## src/rtl/post_pcap_bram_replay_pacer.sv

```systemverilog
// post_pcap_bram_replay_pacer: holds each replayed packet's first beat until its recorded inter-packet delay has elapsed
module post_pcap_bram_replay_pacer #(
    parameter int C_M_AXIS_DATA_WIDTH  = 512,
    parameter int C_S_AXIS_DATA_WIDTH  = 512,
    parameter int C_M_AXIS_TUSER_WIDTH = 128,
    parameter int C_S_AXIS_TUSER_WIDTH = 128,
    parameter int C_TS_SHIFT           = 0
) (
    input  logic                                axis_aclk,
    input  logic                                axis_reset,
    input  logic [C_S_AXIS_DATA_WIDTH-1:0]      s_axis_tdata,
    input  logic [C_S_AXIS_DATA_WIDTH/8-1:0]    s_axis_tkeep,
    input  logic [C_S_AXIS_TUSER_WIDTH-1:0]     s_axis_tuser,
    input  logic                                s_axis_tvalid,
    output logic                                s_axis_tready,
    input  logic                                s_axis_tlast,
    output logic [C_M_AXIS_DATA_WIDTH-1:0]      m_axis_tdata,
    output logic [C_M_AXIS_DATA_WIDTH/8-1:0]    m_axis_tkeep,
    output logic [C_M_AXIS_TUSER_WIDTH-1:0]     m_axis_tuser,
    output logic                                m_axis_tvalid,
    input  logic                                m_axis_tready,
    output logic                                m_axis_tlast,
    input  logic                                pace_en,
    output logic [31:0]                         replay_pkt_cnt,
    output logic [31:0]                         late_pkt_cnt
);
    typedef enum logic {IDLE, PKT} state_t;
    state_t      state_q, state_d;
    logic [39:0] gap_q, gap_d, delay_ticks;
    logic [31:0] replay_q, replay_d, late_q, late_d;
    logic        go, xfer, first, late;
    logic        unused_tuser;
    assign unused_tuser = ^s_axis_tuser[C_S_AXIS_TUSER_WIDTH-1:64];
    assign delay_ticks  = {8'b0, s_axis_tuser[63:32]} << C_TS_SHIFT;
    assign m_axis_tdata = s_axis_tdata;
    assign m_axis_tkeep = s_axis_tkeep;
    assign m_axis_tlast = s_axis_tlast;
    assign m_axis_tuser = {{(C_M_AXIS_TUSER_WIDTH-32){1'b0}}, s_axis_tuser[31:0]};
    assign replay_pkt_cnt = replay_q;
    assign late_pkt_cnt   = late_q;
    always_ff @(posedge axis_aclk) begin
        if (axis_reset) begin
            state_q  <= IDLE;
            gap_q    <= '1;
            replay_q <= '0;
            late_q   <= '0;
        end else begin
            state_q  <= state_d;
            gap_q    <= gap_d;
            replay_q <= replay_d;
            late_q   <= late_d;
        end
    end
    always_comb begin
        state_d = xfer ? (s_axis_tlast ? IDLE : PKT) : state_q;
    end
    // gating applies only between packets; reset forces both handshakes low
    always_comb begin
        go            = ~pace_en | (delay_ticks <= gap_q);
        m_axis_tvalid = ~axis_reset & s_axis_tvalid & ((state_q == PKT) | go);
        s_axis_tready = ~axis_reset & m_axis_tready & ((state_q == PKT) | go);
        xfer          = m_axis_tvalid & m_axis_tready;
        first         = xfer & (state_q == IDLE);
        late          = first & pace_en & (|delay_ticks) & (gap_q > delay_ticks);
        gap_d         = first ? 40'd1 : (&gap_q ? gap_q : gap_q + 40'd1);
        replay_d      = first ? replay_q + 32'd1 : replay_q;
        late_d        = late ? late_q + 32'd1 : late_q;
    end
endmodule
```

## config.mk

```make
export PLATFORM = sky130hd
export DESIGN_NAME = post_pcap_bram_replay_pacer
export DESIGN_NICKNAME = d
export VERILOG_FILES = /design/src/rtl/post_pcap_bram_replay_pacer.sv
export SDC_FILE = /design/constraint.sdc
export NUM_CORES = 1
export LEC_CHECK = 0
export ABC_CLOCK_PERIOD_IN_PS = 9100
export BUFFER_PORTS_ARGS = -buffer_cell sky130_fd_sc_hd__clkbuf_2
export CORE_AREA = 2 2 571 573
export DETAILED_ROUTE_END_ITERATION = 8
export DIE_AREA = 0 0 573 575
export PLACE_DENSITY_LB_ADDON = 0.15
export REMOVE_ABC_BUFFERS = 1
export SETUP_SLACK_MARGIN = 0.05
export SYNTH_ARGS = -nofsm -noshare
export SYNTH_HDL_FRONTEND = slang
export SYNTH_SLANG_ARGS = --single-unit
```

## constraint.sdc

```tcl
create_clock -name axis_aclk -period 9.1 [get_ports axis_aclk]
set_input_delay 1.365 -clock axis_aclk [delete_from_list [all_inputs] [get_ports axis_aclk]]
set_output_delay 1.365 -clock axis_aclk [all_outputs]
set_load 0.1 [all_outputs]
```

## Word-level counts from Yosys, hierarchy flattened

Cells that the tools add are included.

- $lt $le $gt $ge: 2
- Mux-type cells: 3
- Add/sub/neg operators: 3
- Reductions and logical operators: 3
- Equality and inequality tests: 1
- Bitwise operators: 14

Operators by type and width:

| kind | count |
|---|---|
| $mux W40 | 2 |
| $add A32 B1 Y32 const B | 2 |
| $add A40 B1 Y40 const B | 1 |
| $gt A40 B32 Y1 | 1 |
| $le A32 B40 Y1 | 1 |
| $reduce_and A40 Y1 | 1 |
| $reduce_or A32 Y1 | 1 |
| $and A1 B1 Y1 | 9 |
| $not A1 Y1 | 3 |
| $ne A2 B2 Y1 const B | 1 |
| $or A1 B1 Y1 | 2 |
| $reduce_or A2 Y1 | 1 |
| $mux W1 | 1 |

- Register bits: 105
- Output and inout bits: 771
- Input bits: 710

## Longest topological paths before layout

- Depth in word-level cells: 9
- Mapped depth: 11
- Mapped depth without buffers: 9

## Least setup slack after synthesis

No wires, ideal clock.

- Path type: input to output
- Start: input port s_axis_tuser[55]
- End: output port s_axis_tready
- Data arrival time: 4.588 ns
- Buffers on the path: 2
- Stages on the path: 10
- Required time: 7.735 ns
- Setup slack: 3.147 ns
- Cell sequence: inv_1 ha_1 nand4_1 or4_1 or3_4 a21oi_4 o31ai_2 buf_6 buf_2 nor2_1

- Longest elaborated chain between the ends: 4

RTL lines:

| element | line | text |
|---|---|---|
| start: declaration | 13 | `input logic [C_S_AXIS_TUSER_WIDTH-1:0] s_axis_tuser,` |
| $le A32 B40 Y1 | 59 | `go = ~pace_en \| (delay_ticks <= gap_q);` |
| $or A1 B1 Y1 | 59 |  |
| $or A1 B1 Y1 | 61 | `s_axis_tready = ~axis_reset & m_axis_tready & ((state_q == PKT) \| go);` |
| $and A1 B1 Y1 | 61 |  |
| end: declaration | 15 | `output logic s_axis_tready,` |

Every way passes these cells.

## Worst setup path in the final report

- Start: input port s_axis_tuser[52]
- End: output port s_axis_tready

Same word-level chain as after synthesis.

==> results.sh <==
export IMPL_synth_top_area_frac=0.458
export IMPL_worstPathArrival_ns=4.60
export IMPL_synth_common_cells="buf_4 (705), dfxtp_1 (105), a21oi_1 (64)"
export IMPL_detail_route_wl_per_cell_um=90.3
export IMPL_grt_use_total=0.281
export IMPL_clkSinkCount=105
export IMPL_drt_iter0_drc=1216
export IMPL_dpl_hpwl_mm=466
export IMPL_layout_setup_ws_ns=3.14
export IMPL_die_area_sq_um=329000
export IMPL_finalInstanceArea_sq_um=12800
export IMPL_num_rows=209
export IMPL_fp_dieW_um=573
export IMPL_clock_fmax_mhz=168
export IMPL_final_nets=1699
export IMPL_status="completed"
export IMPL_slew_headroom=0.322
export IMPL_synth_area_leaders="buf_4 (46%), dfxtp_1 (18%), ha_1 (3.8%), a21oi_1 (2.8%), o21ai_0 (2.6%)"
export IMPL_worst_endpoint_required_ns=7.74
export IMPL_min_period_ns=5.96
export IMPL_drt_wl_total_mm=478
export IMPL_routed_via_density=2.16
export IMPL_crit_fanout=40
export IMPL_fin_skew_ns=0.0371
export IMPL_io_buffers=104
export IMPL_yosys_warnings=0
export IMPL_cts_made_buffers=9
export IMPL_power_density_nw_per_um2=119
export IMPL_area_growth_pct=11.1
export IMPL_grt_pass1_wl_mm=500
export IMPL_drive_gt1_frac=0.163
export IMPL_worstHoldPathType="flop to flop"
export IMPL_pre_cts_slack_ns=3.09
export IMPL_cts_resized=0
export IMPL_setup_viol=0
export IMPL_postPlaceCellArea_sq_um=12500
export IMPL_ys_ff_latch=105
export IMPL_post_cts_setup_buffers=0
export IMPL_irDropWorstVdd_v=0.000131
export IMPL_crit_path_end_kind="primary output"
export IMPL_async_flop_share=0
export IMPL_syn_avg_cell_area_sq_um=7.80
export IMPL_core_area_sq_um=323000
export IMPL_h_tree_depth=3
export IMPL_ios=1481
export IMPL_timing_hold_ws_ns=0.492
export IMPL_fin_crit_sh=0.655
export IMPL_syn_inst=1480
export IMPL_criticalPathCategory="input pin to primary output"
export IMPL_drc=0
export IMPL_path_clk_slew_ns=0.08
export IMPL_final_hold_violation_count=0
export IMPL_clkLatencyLatePin_ns=0.46
export IMPL_ys_types=56
export IMPL_synth_seq_area_share=0.182
export IMPL_die_h_um=575
export IMPL_ys_flop_type="dfxtp_1"
export IMPL_yosysTopAreaCell="buf_4"
export IMPL_grt_max_degree=62
export IMPL_power_leakage_nw=3.11
export IMPL_ant_nets=0
export IMPL_dr_pass1_iters=5
export IMPL_clk_path_buf_depth=2
export IMPL_cts_hold_buf=0
export IMPL_final_setup_tns_ns=0
export IMPL_cts_tree="yes"
export IMPL_synth_cell_area_sq_um=11500
export IMPL_synth_most_common_cell="buf_4"
export IMPL_cap_violations=0
export IMPL_maxSlewViolCount=0
export IMPL_vias=11400
export IMPL_ctsRootBufferMaster="clkbuf_16"
export IMPL_grt_pass1_vias=8204
export IMPL_rsz0062_at_grt="no"
export IMPL_place_congestion=1.39
export IMPL_crit_path_start_kind="input pin"
export IMPL_antenna_found_initial=15
export IMPL_synth_edff_count=0
export IMPL_start_util=0.0357
export IMPL_worst_pin_slew_ns=1.00
export IMPL_grt_overflow=0
kinds of logic (layout without fill, tap and decap cells):
logic type / Yosys count / after routing / synth area share
buffers and inverters: 793 / 177 / 0.488
multiplexers: 6 / 6 / 0.00542
AND/OR/NAND/NOR: 311 / 311 / 0.154
flip-flops: 105 / 105 / 0.182
adder cells (fa/ha/maj): 35 / 35 / 0.0379
XOR/XNOR: 38 / 38 / 0.0288
AO/OA/AOI/OAI: 191 / 191 / 0.103
other: 1 / 106 / 0.000325
metal layers:
metal | vias up | GRT usage | wire (um)
met2 | 3288 | 0.518 | 247000
met4 | 110 | 0.154 | 32100
met1 | 4595 | 0.0371 | 24700
li1 | 3192 | - | -
met3 | 243 | 0.467 | 167000
met5 | - | 0.168 | 7690
final timing paths:
check	startpoint	endpoint	slack, ns	cells past startpoint
setup / recovery	s_axis_tuser[52]	s_axis_tready	3.14	11
setup reg to reg	gap_q[21]	late_pkt_cnt[23]	5.33	9
hold / removal	late_pkt_cnt[31]	late_pkt_cnt[31]	0.49	2
hold reg to reg	late_pkt_cnt[31]	late_pkt_cnt[31]	0.49	2
layout make-up:
cell class | count | area (sq um)
Sequential cell | 105 | 2100
Clock inverter | 7 | 80.1
Inverter | 44 | 165
Timing Repair Buffer | 117 | 621
Clock buffer | 9 | 225
Tap cell | 4325 | 5410
Multi-Input combinational cell | 677 | 4200
Antenna cell | 10 | 25.0
Fill cell | 38600 | 310000
worst max-delay path: stages:
cell and delay (ns):
clkbuf_2 0.24, inv_1 0.11, ha_1 0.30, nand4_1 0.16
or4_1 0.65, o22a_1 0.26, a21oi_2 0.44, o31ai_4 0.12
buf_4 0.30, nor2_1 0.14, clkbuf_2 0.47
flip-flops by register name, indices dropped and copies added (netlist names):
register        count
gap_q              40
late_pkt_cnt       32
replay_pkt_cnt     32
state_q             1
power by group:
group | total, mW | internal (mW) | switching (mW)
sequential | 0.538 | 0.489 | 0.0490
clock | 0.507 | 0.198 | 0.309
combinational | 0.486 | 0.112 | 0.375
total | 1.53 | 0.799 | 0.732
stage by stage:
stage                     cells  power (mW)    util
after floorplan             826       0.901       -
after global placement     5268        1.05  0.0387
after detailed placement   5268        1.04  0.0387
after CTS                  5284        1.58  0.0396
after global routing       5286        1.62  0.0396
final                      5294        1.53  0.0397
cell usage in the layout (no fill, tap or decap), types with 25 or more instances in the layout:
cell type	count
dfxtp_1	105
clkbuf_2	103
conb_1	96
a21oi_1	64
o21ai_0	60
nand2_1	53
inv_1	43
nand4_1	43
nand3_1	38
ha_1	35
nor2_1	27
or4_1	25
Note: power is estimated with default switching activity, not from simulation.
